==> config.mk <==
export PLATFORM = sky130hd
export DESIGN_NAME = register_file_mp
export DESIGN_NICKNAME = d
export VERILOG_FILES = /design/src/rtl/register_file_mp.sv
export SDC_FILE = /design/constraint.sdc
export NUM_CORES = 2
export LEC_CHECK = 0
export ABC_AREA = 1
export CAP_MARGIN = 20
export CORE_ASPECT_RATIO = 0.9
export CORE_MARGIN = 5
export CORE_UTILIZATION = 35
export DETAILED_ROUTE_END_ITERATION = 8
export GPL_TIMING_DRIVEN = 0
export PLACE_DENSITY = 0.52
export RECOVER_POWER = 100
export SYNTH_ARGS = -nofsm -noshare
export SYNTH_HDL_FRONTEND = slang
export SYNTH_SLANG_ARGS = --single-unit
==> constraint.sdc <==
create_clock -name clk -period 3.6 [get_ports clk]
set_input_delay 0.72 -clock clk [delete_from_list [all_inputs] [get_ports clk]]
set_output_delay 0.72 -clock clk [all_outputs]
set_load 0.01 [all_outputs]
==> src/rtl/register_file_mp.sv <==
// Multi-port GPR file: async reads with optional write bypass, two write ports (port 1 wins), sequenced clear engine.
// Reads are zero-latency, writes land on the rising edge; a running clear drops writes at or above its pointer.
module register_file_mp #(
    parameter int REGISTER_DEPTH = 32,
    parameter int ADDR_WIDTH     = 5,
    parameter int DATA_WIDTH     = 32,
    parameter int NUM_RD_PORTS   = 2,
    parameter int BYPASS         = 1,
    parameter int ZERO_REG       = 1
) (
    input  logic                               clk,
    input  logic                               reset_b,
    input  logic [NUM_RD_PORTS*ADDR_WIDTH-1:0] rd_addr,
    output logic [NUM_RD_PORTS*DATA_WIDTH-1:0] rd_data,
    input  logic                               wr_en0,
    input  logic [ADDR_WIDTH-1:0]              wr_addr0,
    input  logic [DATA_WIDTH-1:0]              wr_data0,
    input  logic                               wr_en1,
    input  logic [ADDR_WIDTH-1:0]              wr_addr1,
    input  logic [DATA_WIDTH-1:0]              wr_data1,
    input  logic                               clr_req,
    output logic                               clr_busy,
    output logic                               clr_done
);

    localparam logic [ADDR_WIDTH:0]   REG_LIMIT = (ADDR_WIDTH+1)'(REGISTER_DEPTH);
    localparam logic [ADDR_WIDTH-1:0] LAST_PTR  = ADDR_WIDTH'(REGISTER_DEPTH - 1);

    typedef enum logic [1:0] {IDLE, CLEAR, DONE} clr_state_t;

    clr_state_t            state;
    logic [ADDR_WIDTH-1:0] clr_ptr;
    logic [DATA_WIDTH-1:0] regs [REGISTER_DEPTH];
    logic                  clearing;
    logic                  acc0;
    logic                  acc1;

    function automatic logic addr_ok(input logic [ADDR_WIDTH-1:0] a);
        addr_ok = ({1'b0, a} < REG_LIMIT) && !((ZERO_REG != 0) && (a == '0));
    endfunction

    // Entries below the clear pointer are already zeroed and may be rewritten.
    assign clearing = (state == CLEAR);
    assign acc0 = wr_en0 && addr_ok(wr_addr0) && (!clearing || (wr_addr0 < clr_ptr));
    assign acc1 = wr_en1 && addr_ok(wr_addr1) && (!clearing || (wr_addr1 < clr_ptr));

    always_ff @(posedge clk or negedge reset_b) begin
        if (!reset_b) begin
            state    <= IDLE;
            clr_ptr  <= '0;
            clr_busy <= 1'b0;
            clr_done <= 1'b0;
            for (int i = 0; i < REGISTER_DEPTH; i++) begin
                regs[i] <= '0;
            end
        end else begin
            for (int i = 0; i < REGISTER_DEPTH; i++) begin
                if (clearing && (clr_ptr == ADDR_WIDTH'(i))) begin
                    regs[i] <= '0;
                end else if (acc1 && (wr_addr1 == ADDR_WIDTH'(i))) begin
                    regs[i] <= wr_data1;
                end else if (acc0 && (wr_addr0 == ADDR_WIDTH'(i))) begin
                    regs[i] <= wr_data0;
                end
            end
            case (state)
                IDLE: begin
                    clr_done <= 1'b0;
                    if (clr_req) begin
                        state    <= CLEAR;
                        clr_ptr  <= '0;
                        clr_busy <= 1'b1;
                    end
                end
                CLEAR: begin
                    if (clr_ptr == LAST_PTR) begin
                        state    <= DONE;
                        clr_busy <= 1'b0;
                        clr_done <= 1'b1;
                    end else begin
                        clr_ptr <= clr_ptr + 1'b1;
                    end
                end
                DONE: begin
                    state    <= IDLE;
                    clr_done <= 1'b0;
                end
                default: begin
                    state    <= IDLE;
                    clr_busy <= 1'b0;
                    clr_done <= 1'b0;
                end
            endcase
        end
    end

    for (genvar k = 0; k < NUM_RD_PORTS; k++) begin : g_rd
        logic [ADDR_WIDTH-1:0] ra;
        logic [DATA_WIDTH-1:0] rv;

        assign ra = rd_addr[k*ADDR_WIDTH +: ADDR_WIDTH];

        // Port 1 bypass is applied last so it wins a double match.
        always_comb begin
            rv = '0;
            for (int i = 0; i < REGISTER_DEPTH; i++) begin
                if (ra == ADDR_WIDTH'(i)) rv = regs[i];
            end
            if ((ZERO_REG != 0) && (ra == '0)) rv = '0;
            if (BYPASS != 0) begin
                if (acc0 && (wr_addr0 == ra)) rv = wr_data0;
                if (acc1 && (wr_addr1 == ra)) rv = wr_data1;
            end
        end

        assign rd_data[k*DATA_WIDTH +: DATA_WIDTH] = rv;
    end

endmodule

==> metrics.md <==
| Metric | Value |
|---|---|
| Status | complete, but fails checks |
| Reg2reg start | clr_ptr[1] |
| Mapped cell area | 64800 sq um |
| Area post-placement | 70900 sq um |
| Worst setup SP type | register |
| Vias in the first global route | 71743 |
| Synth warn | 0 |
| 1st-iter DRT viols | 13388 |
| WP data arrival | 5.74 ns |
| Seq/Total Area, Yosys | 38.7% |
| Grt total ovfl | 0 |
| FFs w/ async S/R, synth | 100% |
| Final hold violations | 0 |
| Switch Pwr | 22600 uW |
| CP Data Required Time | 2.88 ns |
| Sink Count | 1001 |
| Internal Pwr Total | 30500 uW |
| Hold endpoint | clr_busy |
| Hold_sp | clr_busy |
| WL per Instance | 36.9 um |
| Root Buffer | clkbuf_16 |
| Num CTS Buffers | 131 |
| RePlAce Congestion | 1.08 |
| WL final | 477000 um |
| Power Dens Cells | 635 nW/um^2 |
| Most frequent cells after synthesis | nand2_1, inv_1, o21ai_0 |
| Synth Register Bits | 1001 |
| CTS H-tree lvls | 4 |
| Final #Nets | 10484 |
| Antenna-violating nets left | 0 |
| Fmax | 0.155 GHz |
| CTS tree | yes |
| Post-synth EDFFs | 0 |
| Fraction of layout cells with a size suffix above 1 | 19.7% |
| First-pass DRT Iterations | 9 |
| Design area | 83600 sq um |
| Ports | 155 |
| DP Worst Slack | -4.63 ns |
| Combinational Power Share | 35.2% |
| Cell Count, Final, Fillers Out | 12929 |
| FILL cells | 19025 |
| Kind of critical path | reg2out |
| Starting Density | 35.3% |
| Final min period | 6.46 ns |
| Final setup fails | 1559 |
| Clk_lat worst skew | 0.81 ns |
| Detailed placement HPWL | 366000 um |
| CORE AREA | 184000 sq um |
| Most used DFF post-synth | dfrtp_1 |
| Failing checks | design-rule violations, max-capacitance violations, max-slew violations, negative setup slack |
| Net Count, Synth | 9903 |
| First-pass GRT wire length | 627000 um |
| Area leader, netlist | dfrtp_1 |
| Min-delay worst type | reg2reg |
| PnR worst setup slack | -2.86 ns |
| Clock network power share | 26.2% |
| Syn_area_per_cell | 6.61 sq um |
| Die width | 463 um |
| Initial antenna violation count | 40 |
| Site Rows | 149 |
| R2r setup slk | -0.32 ns |
| DRC Markers | 7 |
| Sequential Power Share | 38.6% |
| Reg2reg path depth | 18 |
| Pins Over Slew Limit | 104 |
| Largest net degree at the start of global routing | 156 |
| Unrepaired setup endpoints after global routing | true |
| DIE HEIGHT | 418 um |
| Crit-path max FO | 2 |
| Number of max-cap violations | 1 |
| Layout area overhead | 29.2% |
| Hold path depth | 2 |
| CP Capture Type | primary output |
| Relative slew slack | -86.6% |
| Post-Syn Instances | 9800 |
| Top cells by area, synth | dfrtp_1, nand2_1, o22ai_1 |
| Max clock buf depth | 3 |
| Gr usage total | 46.9% |
| Max VDD drop | 526 uV |
| Clock skew | 0.0181 ns |
| Fin crit share | 180% |
| LEAKAGE | 0.0361 uW |
| Reg2Reg Capture Point | regs[3] |
| Sw frac | 42.6% |
| Actual slew at the worst max-slew pin | 2.80 ns |
| Die Area | 194000 sq um |
| Crit. Startpoint | regs[973] |
| Dpl cells | 12448 |
| Post-synth top area share | 38.7% |
| Worst-path clk slew | 0.06 ns |
| DR vias/cell | 6.29 |
| PortBufs | 146 |
| Final core utilization | 45.5% |
| Most frequent cell after synthesis | nand2_1 |
| DR vias | 81342 |
| Synth unique cells | 43 |
==> cells by family after synthesis <==
family / share of synthesized area, %
AO/OA/AOI/OAI: 20.8
XOR/XNOR: 0.108
adder cells (fa/ha/maj): 0.270
buffers and inverters: 12.8
flip-flops: 38.7
AND/OR/NAND/NOR: 27.3
==> metal layers <==
metal	vias up	wire, um	GRT usage, %
li1	33479	-	-
met1	39758	184000	62.5
met2	6687	181000	62.1
met3	1400	73500	19.5
met4	18	37600	29.8
met5	-	273	0
==> what timing repair did <==
item,CTS,global route
hold buffers,1,0
pin swaps,919,934
setup endpoints to repair,1043,950
gates resized for setup,1566,873
buffers inserted,123,95
hold endpoints to repair,103,0
gates cloned,1,6
==> power groups by stage <==
stage	Sequential [uW]	Clock, uW	Combinational (uW)
after global routing	20800	14200	19500
after floorplan	18800	0	9390
after global placement	20400	0	15700
final	20500	13900	18700
after CTS	20200	13800	17500
after detailed placement	20300	0	16100
==> sequential cells by signal, indices dropped and copies added (netlist names) <==
register / flops
clr_done: 1
state: 2
regs: 992
clr_busy: 1
clr_ptr: 5
==> area by class of cell <==
cell class / count / area (sq um) / share of cell area (%)
clock buffer: 194 / 3900 / 4.67
clock inverter: 34 / 380 / 0.455
antenna: 37 / 92.6 / 0.111
inverter: 1264 / 4860 / 5.82
buffer: 812 / 4990 / 5.97
multi-input combinational: 6719 / 36100 / 43.1
timing repair buffer: 452 / 5260 / 6.29
tap: 2416 / 3020 / 3.61
sequential: 1001 / 25100 / 30.0
==> layout by cell type (no fill, tap or decap), types with 177 or more instances in the layout <==
cell type     n
nand2_1    2416
inv_1      1200
o21ai_0    1037
dfrtp_1     995
o22ai_1     932
nor2_1      497
nand4_1     426
clkbuf_1    343
a21oi_1     242
nand2_2     227
nor2_2      197
buf_4       177
==> worst max-delay path, cell delays in order (launching register included) <==
cell and delay, ns:
dfrtp_2 0.44, nand4_1 0.10, nand2_2 0.10, nor2_4 0.21
nand4_1 0.51, nand2_2 0.35, nand4_1 0.22, nor2_2 0.21
nand4_1 0.29, nor2_4 0.26, nand4_1 0.30, nor2_2 0.25
nand4_1 0.24, nor2_2 0.22, nand4_1 0.29, nor2_4 0.22
nand4_1 0.31, nand2_1 0.15, a21oi_1 0.08, buf_2 0.14
==> per-stage QoR <==
step	power (uW)	TNS [ns]	hold WS, ns
finish	53100	-423.28	0.474
detailed placement	36400	-1344.14	0.469
global route	54500	-776.41	0.539
global placement	36100	-	0.458
CTS	51400	-129.98	0.483
floorplan	28200	0	0.424
==> worst max-delay path by stage <==
stage	to	slack, ns	cells past startpoint
after floorplan	rd_data[33]	0.01	15
after global placement	regs[37]	-49.97	1
after detailed placement	rd_data[13]	-4.63	23
after CTS	rd_data[13]	-2.69	19
after global routing	rd_data[13]	-2.75	19
final	rd_data[13]	-2.86	19
No activity file was read; power rests on OpenSTA's default activity.
